==> src/rtl/alu_exec.sv <==
// ============================================================================
// Module   : alu_exec
// Purpose  : Execution-stage ALU. Single-cycle logic/arithmetic ops and an
//            iterative 1-bit-per-cycle shifter, valid/ready on both sides.
// Revision : 1.0 - initial release
// ============================================================================
`default_nettype none

module alu_exec #(
   parameter int WIDTH = 32
) (
   input  logic             clk,
   input  logic             rst,
   input  logic             in_valid,
   output logic             in_ready,
   input  logic [3:0]       op,
   input  logic [WIDTH-1:0] a,
   input  logic [WIDTH-1:0] b,
   output logic             out_valid,
   input  logic             out_ready,
   output logic [WIDTH-1:0] result,
   output logic             zero,
   output logic             err
);

   localparam int SHAMT_W = $clog2(WIDTH);

   localparam logic [3:0] c_OP_AND = 4'b0000;
   localparam logic [3:0] c_OP_OR  = 4'b0001;
   localparam logic [3:0] c_OP_ADD = 4'b0010;
   localparam logic [3:0] c_OP_SLL = 4'b0011;
   localparam logic [3:0] c_OP_SRL = 4'b0100;
   localparam logic [3:0] c_OP_SRA = 4'b0101;
   localparam logic [3:0] c_OP_SUB = 4'b0110;

   localparam logic [1:0] c_S_IDLE  = 2'd0;
   localparam logic [1:0] c_S_SHIFT = 2'd1;
   localparam logic [1:0] c_S_DONE  = 2'd2;

   localparam logic [1:0] c_K_SLL = 2'd0;
   localparam logic [1:0] c_K_SRL = 2'd1;
   localparam logic [1:0] c_K_SRA = 2'd2;

   localparam logic [SHAMT_W-1:0] c_CNT_ONE = 1;

   logic [1:0]         r_state;
   logic [1:0]         w_state_next;
   logic [WIDTH-1:0]   r_result;
   logic               r_zero;
   logic               r_err;
   logic [WIDTH-1:0]   r_shreg;
   logic [SHAMT_W-1:0] r_cnt;
   logic [1:0]         r_kind;

   logic               w_accept;
   logic               w_is_shift;
   logic               w_legal;
   logic [1:0]         w_kind;
   logic [WIDTH-1:0]   w_alu;
   logic [WIDTH-1:0]   w_shift;

   assign w_accept = in_valid & in_ready;

   // Decode of the incoming op: single-cycle result, shift kind, legality.
   always_comb begin
      w_alu      = '0;
      w_is_shift = 1'b0;
      w_legal    = 1'b1;
      w_kind     = c_K_SLL;
      case (op)
         c_OP_AND: w_alu = a & b;
         c_OP_OR:  w_alu = a | b;
         c_OP_ADD: w_alu = a + b;
         c_OP_SUB: w_alu = a - b;
         c_OP_SLL: begin w_is_shift = 1'b1; w_kind = c_K_SLL; end
         c_OP_SRL: begin w_is_shift = 1'b1; w_kind = c_K_SRL; end
         c_OP_SRA: begin w_is_shift = 1'b1; w_kind = c_K_SRA; end
         default:  w_legal = 1'b0;
      endcase
   end

   always_comb begin
      w_shift = r_shreg;
      case (r_kind)
         c_K_SLL: w_shift = {r_shreg[WIDTH-2:0], 1'b0};
         c_K_SRL: w_shift = {1'b0, r_shreg[WIDTH-1:1]};
         c_K_SRA: w_shift = {r_shreg[WIDTH-1], r_shreg[WIDTH-1:1]};
         default: w_shift = r_shreg;
      endcase
   end

   // State register
   always_ff @(posedge clk) begin
      if (rst) begin
         r_state <= c_S_IDLE;
      end else begin
         r_state <= w_state_next;
      end
   end

   // Next-state logic
   always_comb begin
      w_state_next = r_state;
      case (r_state)
         c_S_IDLE: begin
            if (w_accept) begin
               w_state_next = w_is_shift ? c_S_SHIFT : c_S_DONE;
            end
         end
         c_S_SHIFT: begin
            if (r_cnt == '0) begin
               w_state_next = c_S_DONE;
            end
         end
         c_S_DONE: begin
            if (out_ready) begin
               w_state_next = c_S_IDLE;
            end
         end
         default: w_state_next = c_S_IDLE;
      endcase
   end

   // Output logic; both handshake flags are forced low while reset is held
   always_comb begin
      in_ready  = (r_state == c_S_IDLE) & ~rst;
      out_valid = (r_state == c_S_DONE) & ~rst;
   end

   always_ff @(posedge clk) begin
      if (rst) begin
         r_result <= '0;
         r_zero   <= 1'b0;
         r_err    <= 1'b0;
         r_shreg  <= '0;
         r_cnt    <= '0;
         r_kind   <= c_K_SLL;
      end else begin
         case (r_state)
            c_S_IDLE: begin
               if (w_accept) begin
                  if (w_is_shift) begin
                     r_shreg <= a;
                     r_cnt   <= b[SHAMT_W-1:0];
                     r_kind  <= w_kind;
                  end else begin
                     r_result <= w_alu;
                     r_zero   <= (w_alu == '0);
                     r_err    <= ~w_legal;
                  end
               end
            end
            c_S_SHIFT: begin
               if (r_cnt != '0) begin
                  r_shreg <= w_shift;
                  r_cnt   <= r_cnt - c_CNT_ONE;
               end else begin
                  r_result <= r_shreg;
                  r_zero   <= (r_shreg == '0);
                  r_err    <= 1'b0;
               end
            end
            default: begin
            end
         endcase
      end
   end

   assign result = r_result;
   assign zero   = r_zero;
   assign err    = r_err;

endmodule

`default_nettype wire
==> config.mk <==
export PLATFORM = sky130hd
export DESIGN_NAME = alu_exec
export DESIGN_NICKNAME = d
export VERILOG_FILES = /design/src/rtl/alu_exec.sv
export SDC_FILE = /design/constraint.sdc
export NUM_CORES = 1
export LEC_CHECK = 0
export CORE_UTILIZATION = 51
export CTS_BUF_LIST = sky130_fd_sc_hd__clkbuf_4
export CTS_CLUSTER_SIZE = 40
export DETAILED_ROUTE_END_ITERATION = 8
export PLACE_DENSITY = 0.79
export SLEW_MARGIN = 25
export SYNTH_ARGS = -nofsm -noshare
export SYNTH_HDL_FRONTEND = slang
export SYNTH_SLANG_ARGS = --single-unit
export TNS_END_PERCENT = 20
==> constraint.sdc <==
create_clock -name clk -period 4.47 [get_ports clk]
set_input_delay 0.6705 -clock clk [delete_from_list [all_inputs] [get_ports clk]]
set_output_delay 0.6705 -clock clk [all_outputs]
set_load 0.02 [all_outputs]
==> results of run 1 <==
==> critical path, cell delays in order <==
cell	delay, ns
clkdlybuf4s50_1	0.50
inv_1	0.08
ha_1	0.22
and2_4	0.15
nand2_2	0.11
nor2_4	0.07
and2_4	0.15
buf_4	0.13
a21oi_1	0.21
xnor2_1	0.13
ha_2	0.42
nand2_1	0.09
o21ai_1	0.20
buf_4	0.15
nor2_1	0.05
nand3_1	0.13
nand4_1	0.14
and3_1	0.21
o31a_1	0.29
a21boi_1	0.13
and4b_1	0.22
a41o_1	0.22
==> state kept, by name, summed over array words and instances (netlist names) <==
register / flops
r_cnt: 5
r_state: 2
r_shreg: 32
zero: 1
r_kind: 2
result: 32
err: 1
==> worst paths after layout <==
kind / end / depth (start not counted) / slack [ns] / from
setup / recovery: zero / 22 / 0.15 / b[0]
hold / removal: result[26] / 2 / 0.46 / result[26]
setup reg to reg: zero / 10 / 1.38 / r_cnt[0]
hold reg to reg: result[26] / 2 / 0.46 / result[26]
==> layout by cell type (no fill, tap or decap), types with 4 or more instances in the layout <==
master           count
buf_4              152
nor2_1             150
a21oi_1            125
clkdlybuf4s50_1    104
dfxtp_1             75
nand2_1             66
nor3_1              46
a221oi_1            40
ha_1                38
o21ai_0             35
xnor2_1             32
inv_1               26
xor2_1              23
maj3_1              23
a211oi_1            18
nor4_1              13
o21ai_1             12
a22oi_1             11
nand2b_1            10
a21oi_2              9
nand4_1              9
clkbuf_4             9
a21o_1               7
nand3_1              7
o21a_1               7
o221ai_1             6
o211ai_1             6
and3_1               5
o31ai_2              5
nor2_4               4
or3_1                4
==> timing repair <==
action	in CTS	in global routing
endpoints found under the hold margin	0	0
resized for setup	1	48
pin swaps	0	20
buffers inserted	0	5
endpoints found under the setup margin	1	13
==> metal layers <==
layer  wire (µm)  vias up  global-route usage
met5           0        -                   0
met4         626        0               0.111
met3        2400       48              0.0746
met2       10700      473               0.501
met1       10800     3873               0.493
li1            -     3969                   -
==> Yosys cell counts, types with 4 or more instances <==
cell type	instances
clkbuf_1	56
nor2_1	156
and3_1	6
o211ai_1	6
o31ai_1	6
a21oi_1	132
buf_2	9
nor4_1	16
o21ai_0	42
xor2_1	23
nand3_1	7
o41ai_1	5
o221ai_1	6
maj3_1	23
ha_1	39
inv_1	26
o21a_1	7
a211oi_1	20
o21ai_1	7
a21o_1	7
nor3_1	47
or3_1	4
nand2b_1	11
xnor2_1	32
dfxtp_1	75
nand2_1	68
nand4_1	9
a221oi_1	40
a22oi_1	12
==> where the power goes <==
group / switching [mW] / internal (mW)
Sequential: 0.0174 / 0.686
Clock: 0.239 / 0.276
Combinational: 0.483 / 0.446
==> logic make-up (layout without fill, tap and decap cells) <==
logic type      after synthesis  after routing  synth area share
compound gates              331            331             0.317
xor+xnor                     55             55            0.0701
fa+ha+maj                    63             63             0.107
buf+inv                      94            301            0.0535
flops                        75             75             0.218
mux                           1              1           0.00146
other cells                   0              1                 0
simple gates                348            348             0.232
==> area by class of cell <==
cell class | count | area share
Clock inverter | 6 | 0.0111
Tap cell | 176 | 0.0233
Clock buffer | 9 | 0.00714
Timing Repair Buffer | 260 | 0.236
Inverter | 26 | 0.0103
Antenna cell | 1 | 0.000264
Sequential cell | 75 | 0.159
Multi-Input combinational cell | 798 | 0.554
==> per-stage QoR <==
| step | setup WS (ns) | total power [mW] | utilization | std cells |
|---|---|---|---|---|
| finish | 0.154 | 2.15 | 0.718 | 1351 |
| global route | -0.0598 | 2.25 | 0.718 | 1351 |
| CTS | 0.0196 | 2.08 | 0.700 | 1345 |
| detailed placement | -0.473 | 1.58 | 0.687 | 1330 |
| global placement | -0.349 | 1.57 | 0.686 | 1330 |
| floorplan | 0.0691 | 1.19 | - | 967 |
==> results.ini, run 1 <==
[final_layout]
fin_nets=1282
register_area_um2=1500
multiInputGateArea_um2=5240
drive_gt1_frac=0.193
design_area_um2=9470
fillerInstances=1086
area_delta_synth_final_pct=37.7

[clock_tree]
cts_buffer_depth=2
worstSkewPairLatency_ns=0.45
cts_tree=done
postCtsHoldBufs=0
cts_sinks=75
cts_inserted_buffers=9
cts-root-buf=clkbuf_4
cts.clk_slew.worst_paths_ns=0.11
htree_levels=3

[route]
drc=0
vias_per_cell=6.19
drt-total-wl_um=24500
drt-initial-drc-count=941
routed_wire_length_per_instance_um=18.1
vias=8363
firstDrtPassIters=8
drtAntennaViolNets=0

[logic_synthesis]
synth_top_area_frac=0.218
synth_area_leaders=dfxtp_1, a21oi_1, nor2_1
syn-num-nets=1079
yosysSeqAreaShare=0.218
synth_largest_area_cell=dfxtp_1
ys_ff_latch=75
syn_area_um2=6870
synth-edff-count=0
synth.distinct_cells=77
ys.warnings.count=0
synth_top_flop_cell=dfxtp_1
async_reset_ff_frac=0
netlist_instances=967
syn_area_per_cell_um2=7.11

[timing]
finalHoldViolCount=0
fin_skew_ns=0.0170
whs_ns=0.460
finalCritPeriodShare=0.966
fin_setup_tns_ns=0
final-setup-viol-count=0
finalMaxSlewViolations=0
fin_crit_ns=4.32
maxSlewHeadroom=0.310
worstMarginPinSlew_ns=1.03
fmax_mhz=232

[pwr]
power.density_nw_per_um2=227
peakVddDrop_v=0.000131
leakagePower_nw=3.76

[global_route]
grt.total_usage=0.342
grt_pass1_wl_um=38300
first_global_vias=7403
grt_overflow=0
grt_max_degree=76
antenna_found_initial=1

[job]
maxCapViolations=0

[critical_path]
end_kind=flop
path_max_fanout=7
crit_required_ns=4.82
cp-start-kind=input pin
critPathKind=in -> reg
cp_data_arrival_time_ns=4.66

[floorplan]
dieArea_um2=13900
num_rows=42
core_um2=13200
ios=108
dieHeight_um=118
die_x_um=118
start_util=0.521

[placed_design]
numPortBuffers=107
finalWeightedCongestion=0.963
dp_hpwl_um=18200
place_area_um2=9060

[min_path]
hp-class=reg -> reg

[run_status]
outcome=completed

(Power assumes the default switching activity.)
==> inputs of run 2 (changes only) <==
- CORE_UTILIZATION: 51 -> 48
- DONT_BUFFER_PORTS: default -> 1
- PLACE_DENSITY: 0.79 -> 0.65
==> run 2 against run 1 <==
  * Design area decreased by 21%
  * Clock skew is 0.0052 ns lower
  * Critical path type unchanged
  * Utilization shrank 18 points
  * Total power decreased by 13%
  * Flip-flop and latch count is the same
  * Global-route usage shrank 2.6 points
  * Largest power group is now sequential cells
  * Non-clock buffer count down 208
==> results.ini, run 2 (synthesis results as in run 1) <==
[floorplan]
dieArea_um2=14800  ; +6.1%
dieHeight_um=122  ; +3.0%
start_util=0.493  ; -0.0278
num_rows=43  ; +2.4%
core_um2=13900  ; +5.6%
ios=108  ; unchanged
die_x_um=122  ; +3.0%

[critical_path]
crit_required_ns=4.88  ; +0.06 ns
critPathKind=in -> reg
worstRegToRegCells=10  ; unchanged
end_kind=flop
cp_data_arrival_time_ns=4.45  ; -0.21 ns
crit_chain=nor4_1, buf_4, and2_1, nand2_1, nor2_1, and2_1, nor2_1, xnor2_1, ha_1, a21oi_1, o21a_1, a221oi_1, a211o_1, a21o_2, a31oi_1, o221ai_1, xnor2_1, a211oi_1, a41o_1
critPathMaxStageDelay_ns=0.35  ; -0.15 ns
slowest_stage=a211oi_1
path_max_fanout=6  ; -1
cp-start-kind=input pin

[job]
maxCapViolations=0  ; unchanged

[placed_design]
finalWeightedCongestion=0.916  ; -4.9%
numPortBuffers=0  ; -100%
dp_hpwl_um=17200  ; -5.5%

[global_route]
antenna_found_initial=1  ; unchanged
first_global_vias=6728  ; -9.1%
grt.total_usage=0.317  ; -0.0258
grt_pass1_wl_um=36200  ; -5.6%
grt_overflow=0  ; unchanged
grt_max_degree=82  ; +7.9%

[clock_tree]
htree_levels=3  ; unchanged
cts_tree=done
worstSkewPairLatency_ns=0.45  ; about the same
cts_buffer_depth=2  ; unchanged
cts-resized-gates=0  ; -1
cts_sinks=75  ; unchanged
cts_inserted_buffers=9  ; unchanged
cts.clk_slew.worst_paths_ns=0.14  ; +0.03 ns
postCtsHoldBufs=0  ; unchanged
cts-root-buf=clkbuf_4
post-cts-setup-buffers=0  ; unchanged

[timing]
fin_skew_ns=0.0119  ; -0.00517 ns
finalCritPeriodShare=0.906  ; -0.0598
worstMarginPinSlew_ns=0.976  ; -0.0589 ns
fin_crit_ns=4.05  ; -0.267 ns
rsz0062_at_grt=false
fin_setup_tns_ns=0  ; unchanged
fmax_mhz=247  ; +6.6%
maxSlewHeadroom=0.349  ; +0.0393
finalMaxSlewViolations=0  ; unchanged
final-setup-viol-count=0  ; unchanged
finalHoldViolCount=0  ; unchanged

[pwr]
power.density_nw_per_um2=252  ; +11%
peakVddDrop_v=0.000137  ; +5.2%
leakagePower_nw=2.82  ; -25%

[final_layout]
final_core_util=0.535  ; -0.183
final_common_cell=nor2_1
register_area_um2=1500  ; unchanged
fillerInstances=1434  ; +32%
drive_gt1_frac=0.0951  ; -0.0974
multiInputGateArea_um2=5040  ; -3.7%
area_delta_synth_final_pct=8.50
fin_nets=1074  ; -16%
final_cell_mix=nor2_1, a21oi_1, dfxtp_1

[route]
vias=7253  ; -13%
drtAntennaViolNets=0  ; unchanged
routed_wire_length_per_instance_um=20.1  ; +11%
firstDrtPassIters=5  ; -3
vias_per_cell=6.32  ; +2.1%
drt-total-wl_um=23000  ; -5.9%
drc=0  ; unchanged
drt-initial-drc-count=828  ; -12%

[run_status]
outcome=completed

[min_path]
worstHoldPathCells=1  ; -1
hp-class=in -> reg

==> run 2: changes by cell type in the layout (fill, tap and decap cells not counted), sizes merged <==
cell           before  now
clkdlybuf4s50     104    0
buf               154   52
dlymetal6s2s        2    0
clkinv              2    3
==> run 2: final timing paths <==
check	start	endpoint	slack (ns)
max	b[4]	zero	0.42
min	rst	result[27]	0.28
max reg2reg	r_cnt[0]	zero	1.29
min reg2reg	r_cnt[4]	r_cnt[4]	0.55
==> run 2: layout make-up <==
cell class,count,area share
diodes,1,0.000336
clock buffers,9,0.00906
clock inverters,7,0.0156
inverters,26,0.0131
multi-input cells,798,0.676
flip-flops and latches,75,0.201
well taps,180,0.0302
repair buffers,52,0.0540
==> run 2: where the power goes <==
group	internal (mW)	switching, mW
combinational	0.270	0.345
clock	0.282	0.267
sequential	0.686	0.0294
total	1.24	0.641
==> run 2: worst max-delay path, delay by kind of cell <==
kind	cells	cell delay, ns
buffers and inverters	1	0.16
AOI/OAI and AO/OA	9	2.00
xor gates and xnor gates	2	0.29
and+or+nand+nor	6	0.99
adders and majority gates	1	0.34
==> run 2: metal layers <==
metal	wire length (µm)	track usage	part of all wire
met1	10100	0.417	0.44
met4	604	0.106	0.026
met5	0	0	0
met2	10700	0.520	0.46
met3	1640	0.0562	0.071
==> run 2: metrics by stage <==
step	cell area [µm²]	hold WS [ns]	power, mW	setup WS (ns)	instances
floorplan	6880	0.483	1.19	0.0691	967
global route	7460	0.240	1.98	0.167	1147
global placement	7270	0.508	1.33	0.0748	1131
finish	7460	0.280	1.88	0.421	1148
detailed placement	7270	0.524	1.33	-0.0402	1131
CTS	7460	0.262	1.87	0.434	1147
==> inputs of run 3 (changes only) <==
- GPL_ROUTABILITY_DRIVEN: default -> 0
- MAX_ROUTING_LAYER: default -> met4
==> run 3 against run 2 <==
  * Largest power group unchanged
  * Worst setup slack got worse by 0.074 ns
  * Design area is 1.1% lower
  * Flip-flop and latch count stayed put
  * Clock-buffer cell count rose by 1
  * Clock power shrank 20%
  * Clock skew hardly changed
  * Final cell count shrank 0.35%
  * Die area stayed put
  * Combinational power hardly changed
  * First-iteration DRC count fell by 20%
==> results.ini, run 3 (synthesis results as in run 1) <==
[run_status]
outcome=completed

[route]
drtAntennaViolNets=0  ; unchanged
firstDrtPassIters=8  ; +3
drt-initial-drc-count=664  ; -20%
drc=0  ; unchanged
drt-total-wl_um=23200  ; +0.84%
vias=7267  ; +0.19%
routed_wire_length_per_instance_um=20.3  ; +1.2%
vias_per_cell=6.35  ; +0.54%

[global_route]
grt.total_usage=0.327  ; +0.0103
grt_overflow=0  ; unchanged
antenna_found_initial=0  ; -1
grt_max_degree=82  ; unchanged
first_global_vias=6799  ; +1.1%
grt_pass1_wl_um=36500  ; +0.97%

[timing]
final-setup-viol-count=0  ; unchanged
layout_setup_ws_ns=0.347  ; -0.0745 ns
finalHoldViolCount=0  ; unchanged
fin_crit_ns=4.12  ; +0.0745 ns
finalMaxSlewViolations=0  ; unchanged
finalCritPeriodShare=0.922  ; +0.0167
maxSlewHeadroom=0.349  ; about the same
rsz0062_at_grt=false
fmax_mhz=243  ; -1.8%
worstMarginPinSlew_ns=0.976  ; +0.000312 ns
fin_skew_ns=0.0119  ; -0.00000760 ns
whs_ns=0.283  ; +0.00295 ns

[clock_tree]
post-cts-setup-buffers=0  ; unchanged
postCtsHoldBufs=0  ; unchanged
cts_tree=done
cts_buffer_depth=2  ; unchanged
cts_inserted_buffers=9  ; unchanged
cts-root-buf=clkbuf_4
cts-resized-gates=0  ; unchanged
htree_levels=3  ; unchanged
cts.clk_slew.worst_paths_ns=0.13  ; about the same
cts_sinks=75  ; unchanged
worstSkewPairLatency_ns=0.45  ; about the same

[critical_path]
r2r-start=r_cnt[0]
endpoint=zero
worstRegToRegCells=10  ; unchanged
path_max_fanout=39  ; +33
critPathKind=in -> reg
r2r_end=zero
cp_data_arrival_time_ns=4.53  ; +0.08 ns
cp-start-kind=input pin
end_kind=flop
crit_start=op[0]
crit_required_ns=4.87  ; about the same
r2r_setup_slack_ns=1.21  ; -0.08 ns

[pwr]
internal-power_mw=1.13  ; -8.6%
p_sw_frac=0.361  ; +0.0200
p_clk_frac=0.249  ; -0.043
power.density_nw_per_um2=240  ; -4.7%
peakVddDrop_v=0.000134  ; -2.8%
seqPwrFrac=0.404  ; +0.023
power_switching_mw=0.640  ; -0.24%
p_comb_frac=0.347  ; +0.020
leakagePower_nw=2.77  ; -1.6%

[final_layout]
final_cell_mix=nor2_1, a21oi_1, dfxtp_1
drive_gt1_frac=0.0923  ; -0.00282
area_delta_synth_final_pct=7.34
fin_nets=1071  ; -0.28%
final_common_cell=nor2_1
antenna_cells=0  ; -1

[job]
maxCapViolations=0  ; unchanged

[min_path]
hp-class=in -> reg

[floorplan]
die_x_um=122  ; unchanged
ios=108  ; unchanged
dieArea_um2=14800  ; unchanged
core_um2=13900  ; unchanged
start_util=0.493  ; unchanged
dieHeight_um=122  ; unchanged
num_rows=43  ; unchanged

[placed_design]
numPortBuffers=0  ; unchanged
place_ws_ns=-0.0254  ; +0.0148 ns
dp_hpwl_um=17200  ; about the same

run 3: cell types whose count changed in the layout (fill, tap and decap cells not counted):
| cell | before | now |
|---|---|---|
| bufinv_16 | 3 | 1 |
| clkinvlp_4 | 1 | 3 |
| diode_2 | 1 | 0 |
| clkbuf_4 | 9 | 10 |
| buf_12 | 1 | 0 |
| clkinv_2 | 2 | 1 |
| buf_4 | 51 | 49 |
run 3: metrics by stage:
stage,instance area [µm²],setup TNS [ns],total power [mW],util,instances
CTS,7380,0,1.76,0.529,1144
global placement,7240,0,1.33,0.519,1128
global route,7380,0,1.86,0.529,1144
detailed placement,7240,-0.0374,1.33,0.519,1128
floorplan,6880,0,1.19,-,967
finish,7380,0,1.77,0.529,1144
run 3: routing by layer:
metal | track usage | vias to the layer above | part of all wire
li1 | - | 3547 | -
met1 | 0.416 | 3401 | 0.43
met2 | 0.515 | 276 | 0.47
met3 | 0.0623 | 43 | 0.069
met4 | 0.114 | 0 | 0.026
met5 | - | - | 0
run 3: worst max-delay path, stage by stage:
cell and delay (ns):
nor2_1 0.04, and2_1 0.16, nand2_1 0.41, o31ai_1 0.17, xor2_1 0.18, ha_1 0.34
o21ai_0 0.18, a21oi_1 0.10, o31ai_1 0.51, nand2_1 0.14, xnor2_1 0.15, a22oi_1 0.28
nand3_1 0.13, or4_1 0.52, nor4b_2 0.34, a41o_1 0.21
run 3: area by class of cell:
class | count | area, µm²
Clock inverter | 6 | 66.3
Multi-Input combinational cell | 798 | 5040
Fill cell | 1401 | 6560
Inverter | 26 | 97.6
Clock buffer | 10 | 75.1
Tap cell | 180 | 225
Sequential cell | 75 | 1500
Timing Repair Buffer | 49 | 368
run 3: power by group through the flow:
| stage | Combinational, mW | Sequential, mW | Clock (mW) |
|---|---|---|---|
| 3_5_place_dp | 0.602 | 0.730 | 0 |
| 2_1_floorplan | 0.464 | 0.723 | 0 |
| 6_report | 0.614 | 0.715 | 0.441 |
| 4_1_cts | 0.606 | 0.715 | 0.442 |
| 5_1_grt | 0.679 | 0.718 | 0.466 |
| 3_3_place_gp | 0.600 | 0.730 | 0 |
run 3: how the worst min path moves through the flow:
stage               startpoint          to  cells past startpoint
global placement     r_kind[0]   r_kind[0]                      2
CTS                        rst  result[24]                      1
global route               rst  result[24]                      1
finish                     rst  result[23]                      1
detailed placement   r_kind[0]   r_kind[0]                      2
floorplan            r_kind[0]   r_kind[0]                      2
